**src/rtl/mc_stage_ctrl_pkg.sv**
```systemverilog
// Shared types and helpers for the multi-cycle stage sequencer.
//   mc_state_t  : sequencer state encoding
//   stage_en_t  : bundle of one-cycle stage enables driven to the datapath
//   state_busy  : true for the states that belong to an in-flight instruction
//   timer_width : counter width needed to reach a handshake wait limit
package mc_stage_ctrl_pkg;

    typedef enum logic [2:0] {
        ST_IDLE   = 3'd0,
        ST_FETCH  = 3'd1,
        ST_DECODE = 3'd2,
        ST_EXEC   = 3'd3,
        ST_MEM    = 3'd4,
        ST_WB     = 3'd5,
        ST_HALT   = 3'd6,
        ST_ERROR  = 3'd7
    } mc_state_t;

    typedef struct packed {
        logic if_en;
        logic id_en;
        logic ex_en;
        logic mem_en;
        logic wb_en;
        logic pc_en;
    } stage_en_t;

    function automatic logic state_busy(input mc_state_t s);
        return (s != ST_IDLE) && (s != ST_HALT) && (s != ST_ERROR);
    endfunction

    // A limit of 0 or 1 still needs one flop so the counter port is never zero-width.
    function automatic int unsigned timer_width(input int unsigned limit);
        return (limit < 2) ? 1 : $clog2(limit);
    endfunction

endpackage

```
**src/rtl/mc_stage_ctrl_hs_timer.sv**
```systemverilog
// Handshake wait timer shared by FETCH and MEM (never active at the same time).
// Ports:
//   clk, rst   : clock, synchronous active-high reset
//   clear      : zero the count (highest priority after reset)
//   count      : a wait cycle is in progress; advance the count
//   expire_c   : combinational, high on the LIMIT-th consecutive wait cycle
// LIMIT = 0 disables expiry entirely.
module mc_stage_ctrl_hs_timer
    import mc_stage_ctrl_pkg::*;
#(
    parameter int unsigned LIMIT = 16
) (
    input  logic clk,
    input  logic rst,
    input  logic clear,
    input  logic count,
    output logic expire_c
);

    localparam int unsigned TMR_W = timer_width(LIMIT);

    logic [TMR_W-1:0] cnt;

    // Wait-cycle counter; wraps harmlessly when LIMIT is 0.
    always_ff @(posedge clk) begin
        if (rst || clear) begin
            cnt <= '0;
        end else if (count) begin
            cnt <= cnt + TMR_W'(1);
        end
    end

    assign expire_c = (LIMIT != 0) && count && (cnt == TMR_W'(LIMIT - 1));

endmodule

```
**src/rtl/mc_stage_ctrl.sv**
```systemverilog
// Multi-cycle stage sequencer: steps one instruction at a time through
// FETCH/DECODE/EXEC/[MEM]/WB on a single clock, emitting one-cycle enables.
// Ports:
//   clk, rst                 : clock, synchronous active-high reset
//   run, halt_req            : start/continue, stop after current retire (both sampled in WB)
//   inst_ready, mem_ready    : memory handshake completions (ignored when not requesting)
//   mem_access, reg_write    : decoded instruction attributes
//   inst_req, mem_req        : handshake requests, held until ready
//   if_en..wb_en, pc_en      : stage enable pulses
//   busy, halted, timeout_err: status
//   cycle_count, retired_count: wrapping busy-cycle and retire counters
// Handshake completions are Mealy: the enable rises in the same cycle ready arrives.
module mc_stage_ctrl
    import mc_stage_ctrl_pkg::*;
#(
    parameter int unsigned CNT_W    = 32,
    parameter int unsigned TIMEOUT  = 16,
    parameter bit          SKIP_MEM = 1'b1
) (
    input  logic             clk,
    input  logic             rst,
    input  logic             run,
    input  logic             halt_req,
    input  logic             inst_ready,
    input  logic             mem_access,
    input  logic             reg_write,
    input  logic             mem_ready,
    output logic             inst_req,
    output logic             mem_req,
    output logic             if_en,
    output logic             id_en,
    output logic             ex_en,
    output logic             mem_en,
    output logic             wb_en,
    output logic             pc_en,
    output logic             busy,
    output logic             halted,
    output logic             timeout_err,
    output logic [CNT_W-1:0] cycle_count,
    output logic [CNT_W-1:0] retired_count
);

    mc_state_t        state;
    mc_state_t        state_nxt;
    stage_en_t        en_c;
    logic             inst_req_c;
    logic             mem_req_c;
    logic             wait_c;
    logic             expire_c;
    logic [CNT_W-1:0] cycle_q;
    logic [CNT_W-1:0] retired_q;

    // Counting only while a handshake is outstanding; any other cycle clears,
    // so the count always starts at zero on entry to FETCH or MEM.
    mc_stage_ctrl_hs_timer #(
        .LIMIT (TIMEOUT)
    ) u_hs_timer (
        .clk      (clk),
        .rst      (rst),
        .clear    (!wait_c),
        .count    (wait_c),
        .expire_c (expire_c)
    );

    // State register.
    always_ff @(posedge clk) begin
        if (rst) begin
            state <= ST_IDLE;
        end else begin
            state <= state_nxt;
        end
    end

    // Next state and stage enables.
    always_comb begin
        state_nxt  = state;
        en_c       = '0;
        inst_req_c = 1'b0;
        mem_req_c  = 1'b0;
        wait_c     = 1'b0;
        case (state)
            ST_IDLE: begin
                if (run) state_nxt = ST_FETCH;
            end
            ST_FETCH: begin
                inst_req_c = 1'b1;
                if (inst_ready) begin
                    en_c.if_en = 1'b1;
                    state_nxt  = ST_DECODE;
                end else begin
                    wait_c = 1'b1;
                    if (expire_c) state_nxt = ST_ERROR;
                end
            end
            ST_DECODE: begin
                en_c.id_en = 1'b1;
                state_nxt  = ST_EXEC;
            end
            ST_EXEC: begin
                en_c.ex_en = 1'b1;
                state_nxt  = (mem_access || !SKIP_MEM) ? ST_MEM : ST_WB;
            end
            ST_MEM: begin
                mem_req_c = mem_access;
                if (!mem_access) begin
                    // Dummy MEM visit when skipping is disabled.
                    state_nxt = ST_WB;
                end else if (mem_ready) begin
                    en_c.mem_en = 1'b1;
                    state_nxt   = ST_WB;
                end else begin
                    wait_c = 1'b1;
                    if (expire_c) state_nxt = ST_ERROR;
                end
            end
            ST_WB: begin
                en_c.pc_en = 1'b1;
                en_c.wb_en = reg_write;
                if (halt_req) begin
                    state_nxt = ST_HALT;
                end else if (!run) begin
                    state_nxt = ST_IDLE;
                end else begin
                    state_nxt = ST_FETCH;
                end
            end
            ST_HALT:  state_nxt = ST_HALT;
            ST_ERROR: state_nxt = ST_ERROR;
            default:  state_nxt = ST_IDLE;
        endcase
    end

    // Busy-cycle and retire counters, both wrapping.
    always_ff @(posedge clk) begin
        if (rst) begin
            cycle_q   <= '0;
            retired_q <= '0;
        end else begin
            if (state_busy(state)) cycle_q <= cycle_q + CNT_W'(1);
            if (en_c.pc_en) retired_q <= retired_q + CNT_W'(1);
        end
    end

    // Reset masks the Mealy outputs so an aborted instruction emits nothing.
    assign inst_req      = inst_req_c && !rst;
    assign mem_req       = mem_req_c && !rst;
    assign if_en         = en_c.if_en && !rst;
    assign id_en         = en_c.id_en && !rst;
    assign ex_en         = en_c.ex_en && !rst;
    assign mem_en        = en_c.mem_en && !rst;
    assign wb_en         = en_c.wb_en && !rst;
    assign pc_en         = en_c.pc_en && !rst;
    assign busy          = state_busy(state) && !rst;
    assign halted        = (state == ST_HALT) && !rst;
    assign timeout_err   = (state == ST_ERROR) && !rst;
    assign cycle_count   = cycle_q;
    assign retired_count = retired_q;

endmodule

```
**config.mk**
```make
export PLATFORM = sky130hd
export DESIGN_NAME = mc_stage_ctrl
export DESIGN_NICKNAME = d
export VERILOG_FILES = /design/src/rtl/mc_stage_ctrl_pkg.sv /design/src/rtl/mc_stage_ctrl_hs_timer.sv /design/src/rtl/mc_stage_ctrl.sv
export SDC_FILE = /design/constraint.sdc
export NUM_CORES = 1
export LEC_CHECK = 0
export ABC_AREA = 1
export ABC_CLOCK_PERIOD_IN_PS = 2100
export BUFFER_PORTS_ARGS = -buffer_cell sky130_fd_sc_hd__buf_2
export CAP_MARGIN = 15
export CELL_PAD_IN_SITES_DETAIL_PLACEMENT = 0
export CELL_PAD_IN_SITES_GLOBAL_PLACEMENT = 1
export CORE_AREA = 4 4 88 132
export CTS_BUF_LIST = sky130_fd_sc_hd__clkbuf_4
export DETAILED_ROUTE_END_ITERATION = 8
export DIE_AREA = 0 0 92 136
export PLACE_DENSITY = 0.8
export SETUP_SLACK_MARGIN = 0.15
export SLEW_MARGIN = 10
export SYNTH_ARGS = -nofsm -noshare
export SYNTH_HDL_FRONTEND = slang
export SYNTH_HIERARCHICAL = 1
export SYNTH_SLANG_ARGS = --single-unit
```
**constraint.sdc**
```tcl
create_clock -name clk -period 2.1 [get_ports clk]
set_input_delay 0.21 -clock clk [delete_from_list [all_inputs] [get_ports clk]]
set_output_delay 0.21 -clock clk [all_outputs]
set_load 0.005 [all_outputs]
```
==> results of run 1 <==
==> sequential cells by signal (all words and copies together), names as in the netlist <==
signal          count
retired_count      32
u_hs_timer/cnt      4
state               3
cycle_count        32
==> per-stage QoR <==
stage	setup WS (ns)	hold slack, ns	cells
global placement	0.3083	0.4504	852
finish	0.2930	0.1376	868
floorplan	0.4489	0.3786	634
detailed placement	0.2222	0.4577	852
CTS	0.1768	0.1052	868
global route	0.1325	0.1373	868
==> cells by family (layout without fill, tap and decap cells) <==
kind of cell / after synthesis / in the layout
AO/OA/AOI/OAI: 53 / 53
adder cells (fa/ha/maj): 3 / 3
XOR/XNOR: 9 / 9
flip-flops: 71 / 71
buffers and inverters: 109 / 199
AND/OR/NAND/NOR: 389 / 389
==> power by group through the flow <==
stage / combinational [mW] / clock [mW] / sequential, mW
6_report: 0.144 / 0.863 / 1.37
5_1_grt: 0.164 / 0.952 / 1.37
4_1_cts: 0.142 / 0.902 / 1.37
3_5_place_dp: 0.142 / 0 / 1.40
3_3_place_gp: 0.140 / 0 / 1.40
2_1_floorplan: 0.103 / 0 / 1.40
==> final timing paths <==
| kind | cells past startpoint | to | slack, ns |
|---|---|---|---|
| setup / recovery | 5 | busy | 0.29 |
| hold / removal | 4 | state[2]$_SDFFE_PP0P_ | 0.14 |
| setup reg to reg | 13 | state[0]$_SDFFE_PP0P_ | 0.38 |
| hold reg to reg | 2 | retired_count[11]$_SDFFE_PP0N_ | 0.48 |
==> final cells by class <==
cell class,instances,area share
clock buffers,10,0.01586
inverters,99,0.07851
clock inverters,6,0.01084
multi-input cells,454,0.4647
repair buffers,84,0.08988
flip-flops and latches,71,0.3021
well taps,144,0.03807
==> routing by layer <==
layer  wire (µm)  vias to the layer above  share of wire  track usage
li1            -                     2169              -            -
met1        4538                     1869           0.41       0.1948
met2        5728                       90           0.52       0.3374
met3         479                       19          0.044      0.03599
met4         223                        0          0.020      0.07273
met5           0                        -              0            0
==> worst min-delay path, delay by kind of cell <==
kind / cells / cell delay (ns)
and+or+nand+nor: 1 / 0.09
buffers and inverters: 2 / 0.15
AOI/OAI and AO/OA: 1 / 0.07
==> timing repair <==
| action | 4_1_cts | 5_1_grt |
|---|---|---|
| hold endpoints to repair | 0 | 0 |
| gates cloned | 0 | 0 |
| endpoints found under the setup margin | 1 | 7 |
| resized for setup | 1 | 9 |
==> layout by cell type, fill, tap and decap left out, drive strengths merged, types with 3 or more instances in the layout <==
cell / count
nand4: 23
clkinv: 5
nor3: 15
dfxtp: 71
clkbuf: 10
o21ai: 16
nor2: 140
inv: 99
nand2: 157
a21oi: 29
nand3: 51
ha: 3
xnor2: 6
buf: 84
xor2: 3
==> flow_summary.ini, run 1 <==
[yosys]
synth_area_per_cell_um2 = 6.347
synth-xor-area-share = 0.01959
synth_compound_area_frac = 0.07121
ys_types = 36
synth_top_area_frac = 0.3532
synthTopCellsByArea = dfxtp_1 (35%), nand2_1 (14%), nor2_1 (12%), inv_1 (9.1%), nand3_1 (5.8%)
synthMostInstantiatedCell = nand2_1
netlist_area_um2 = 4024
synth-seq-cells = 71
yosys.area.top_type = dfxtp_1
syn-num-nets = 645
async_reset_ff_frac = 0
synth_top_family_by_area = simple AND/OR/NAND/NOR gates
synth-seq-area-share = 0.3532
synthCells = 634
synthSimpleGateAreaFrac = 0.4428
synth_edf_count = 0
yosys_warnings = 6
synthMuxAreaShare = 0
synth_ff_type = dfxtp_1
yosys-top-cells-count = nand2_1 (151), nor2_1 (124), inv_1 (98)
yosys.area_share.adder = 0.009328

[sta]
relSlewSlack = 0.6996
fmax_ghz = 0.5534
drv_slew = 0
skew_ns = 0.01322
tightest_slew_ns = 0.4489
fin_tns_setup_ns = 0
hold_viol = 0
post-route-period-util = 0.8605
fin_crit_ns = 1.807
setup_viol = 0
rsz0062_at_grt = yes

[final_layout]
finalInstanceArea_um2 = 4733
seq_area_um2 = 1430
drive_gt1_frac = 0.1865
final_util = 0.4519
antenna_cells = 0
fillCellCount = 1186
multi_input_area_um2 = 2200
area_growth_pct = 17.63
nets = 730

[floorplan]
core_um2 = 10480
die_w_um = 92
dieArea_um2 = 12510
initial_utilization = 0.3841
rows = 46
ioPinCount = 83
die_h_um = 136

[cts]
cts_tree = built
holdBufCountCts = 0
root_buffer = clkbuf_4
clock_latency_ns = 0.43
cts_max_level = 3
cts_sinks = 71
cts_buffers = 9
post_cts_buffers = 0
clockBufferDepth = 2
clk_pin_slew_ns = 0.12

[power]
ir_drop_mv = 0.3022
clock_power_share = 0.364
sequentialPowerShare = 0.576
p_leak_nw = 2.229
netSwitchingPower_mw = 0.6155
combPwrFrac = 0.061
p_sw_frac = 0.2592
powerDensity_nw_per_um2 = 501.7
intPower_mw = 1.759
power_mw = 2.375

[global_routing]
grt.overflow.total = 0
grt_pass1_wl_um = 18170
grt_max_degree = 39
antenna_found_initial = 0
grt_usage = 0.1797
grt_pass1_vias = 4004

[placement]
dp_hpwl_um = 8438
placement.io_buffers = 82
place_area_um2 = 4583
gp_congestion = 0.8240

[job]
drv_cap = 0

[critical_path]
crit_slowest_cell = dfxtp_2
cp-start-kind = register
cp.buffers_inverters = 1
crit_family = simple AND/OR/NAND/NOR gates
worstSetupEndpointType = output port
worstSetupPathType = reg -> out
required_ns = 1.89
cp-startpoint = state[0]$_SDFFE_PP0P_
arrival_ns = 1.60
r2r-start = state[0]$_SDFFE_PP0P_
cp_max_fo = 15
cp_cell_sequence = nor2_2, nand2_2, nand2_4, nor2_1, buf_2
slowest_delay_ns = 0.38

[route]
dr.pass1.iters = 5
remaining_drc_errors = 0
drtIter0Drc = 122
drt-vias-per-instance = 4.778
via_count = 4147
wl_per_cell_um = 12.64
wl_um = 10970
drtAntennaViolNets = 0

[hold_path]
holdCritPathClass = in -> reg
min_from = inst_ready

[run_status]
status = completed
No activity file was read; power rests on OpenSTA's default activity.
==> run 2: changes to the inputs <==
==> constraint.sdc (replaced) <==
create_clock -name clk -period 2.1 [get_ports clk]
set_input_delay 0.42 -clock clk [delete_from_list [all_inputs] [get_ports clk]]
set_output_delay 0.42 -clock clk [all_outputs]
set_load 0.005 [all_outputs]
==> run 2 against run 1 <==
Compared with the run above:
- core utilization grew 1.2 points
- fmax decreased by 0.82%
- die area stayed put
- first-iteration DRC count is 13% higher
- combinational power is 20% higher
- via count shrank 0.22%
- sequential power about the same
- final cell count up 1.0%
- hold slack better by 0.24 ns
- register-to-register slack improved by 0.02 ns
- setup slack got worse by 0.015 ns
==> flow_summary.ini, run 2 (synthesis gave the netlist of run 1 again) <==
[cts]
cts_tree = built
cts_sinks = 71
clock_latency_ns = 0.42
root_buffer = clkbuf_4
cts_max_level = 3
clk_pin_slew_ns = 0.11
cts_buffers = 9
clockBufferDepth = 2

[critical_path]
cp_max_fo = 6
required_ns = 1.68
ff2ff_setup_slack_ns = 0.40
cp_cell_sequence = nand2_1, nor3_1, buf_2
reg2reg_depth = 13
critical_path_depth = 3
worstSetupEndpointType = output port
r2r_end = state[0]$_SDFFE_PP0P_
arrival_ns = 1.40
cp-startpoint = state[1]$_SDFFE_PP0P_
crit_end = halted
crit_family = flip-flops
cp.buffers_inverters = 1
worstSetupPathType = reg -> out
slowest_delay_ns = 0.42
crit_slowest_cell = dfxtp_4
cp-start-kind = register
r2r-start = state[0]$_SDFFE_PP0P_

[sta]
setup_viol = 0
rsz0062_at_grt = yes
whs_ns = 0.3761
relSlewSlack = 0.7113
post-route-period-util = 0.8676
skew_ns = 0.01400
fin_ws_ns = 0.2781
fin_tns_setup_ns = 0
tightest_slew_ns = 0.4315
fin_crit_ns = 1.822
hold_viol = 0
fmax_ghz = 0.5489
drv_slew = 0

[placement]
dp_hpwl_um = 8434
place_area_um2 = 4603
placement.io_buffers = 82
preCtsSetupSlack_ns = 0.2302
gp_congestion = 0.8150

[floorplan]
die_w_um = 92
dieArea_um2 = 12510
rows = 46
core_um2 = 10480
ioPinCount = 83
die_h_um = 136
initial_utilization = 0.3841

[power]
netSwitchingPower_mw = 0.6049
p_leak_nw = 2.286
sequentialPowerShare = 0.546
powerDensity_nw_per_um2 = 515.9
combPwrFrac = 0.069
ir_drop_mv = 0.2878
intPower_mw = 1.902
p_sw_frac = 0.2413
clock_power_share = 0.385

[hold_path]
holdCritPathClass = in -> reg

[final_layout]
antenna_cells = 0
most-common-layout-cells = nand2_1 (151), nor2_1 (122), inv_1 (94)
final_common_cell = nand2_1
drive_gt1_frac = 0.2005
finalInstanceArea_um2 = 4858
area_growth_pct = 20.74
fillCellCount = 1120
nets = 739
final_util = 0.4638

[job]
drv_cap = 0

[global_routing]
grt_pass1_wl_um = 17910
grt_pass1_vias = 4008
grt_usage = 0.1772
grt_max_degree = 31
antenna_found_initial = 0
grt.overflow.total = 0

[run_status]
status = completed

[route]
drtAntennaViolNets = 0
wl_um = 10900
wl_per_cell_um = 12.43
via_count = 4138
remaining_drc_errors = 0
drt-vias-per-instance = 4.718
drtIter0Drc = 138
dr.pass1.iters = 6
run 2: changes by cell type in the layout (fill, tap and decap cells not counted), sizes merged:
cell    previous run  this run
buf               84        93
bufinv             1         2
clkinv             5         4
run 2: metal layers:
metal | wire (µm) | up-vias | global-route usage
li1 | - | 2184 | -
met1 | 4425 | 1847 | 0.1878
met2 | 5743 | 90 | 0.3362
met3 | 546 | 17 | 0.04319
met4 | 187 | 0 | 0.06364
met5 | 0 | - | 0
run 2: how the worst min path moves through the flow:
stage                                   start                              to  slack (ns)  depth (start not counted)
4_1_cts                            inst_ready           state[2]$_SDFFE_PP0P_        0.31                          4
6_report                           inst_ready           state[2]$_SDFFE_PP0P_        0.38                          4
2_1_floorplan  retired_count[11]$_SDFFE_PP0N_  retired_count[11]$_SDFFE_PP0N_        0.45                          2
3_5_place_dp   retired_count[11]$_SDFFE_PP0N_  retired_count[11]$_SDFFE_PP0N_        0.46                          2
3_3_place_gp   retired_count[11]$_SDFFE_PP0N_  retired_count[11]$_SDFFE_PP0N_        0.45                          2
5_1_grt                              halt_req           state[2]$_SDFFE_PP0P_        0.37                          3
run 2: tightest hold or removal path: stages:
cell	delay, ns
buf_2	0.07
inv_1	0.09
nand3_1	0.10
a31oi_1	0.07
run 2: cell type report:
cell class	count	area, µm²	area share
inverter	99	371.6	0.07649
timing repair buffer	93	505.5	0.1040
sequential	71	1433	0.2949
clock inverter	6	75.07	0.01545
multi-input combinational	454	2218	0.4566
clock buffer	10	75.07	0.01545
tap	144	180.2	0.03708
run 2: timing repair:
item,in CTS,in global routing
setup buffers,1,7
endpoints found under the setup margin,7,7
hold buffers,0,0
gates resized for setup,10,7
pin swaps,1,1
run 2: through the flow:
step	total power, mW	std cells
after floorplan	1.500	634
after global placement	1.541	853
after detailed placement	1.544	853
after CTS	2.541	870
after global routing	2.635	877
final	2.507	877
run 2: power by group through the flow:
| stage | registers (mW) | logic, mW | clock network [mW] |
|---|---|---|---|
| 3_5_place_dp | 1.40 | 0.145 | 0 |
| 5_1_grt | 1.37 | 0.193 | 1.07 |
| 4_1_cts | 1.37 | 0.157 | 1.02 |
| 6_report | 1.37 | 0.173 | 0.966 |
| 3_3_place_gp | 1.40 | 0.143 | 0 |
| 2_1_floorplan | 1.40 | 0.103 | 0 |
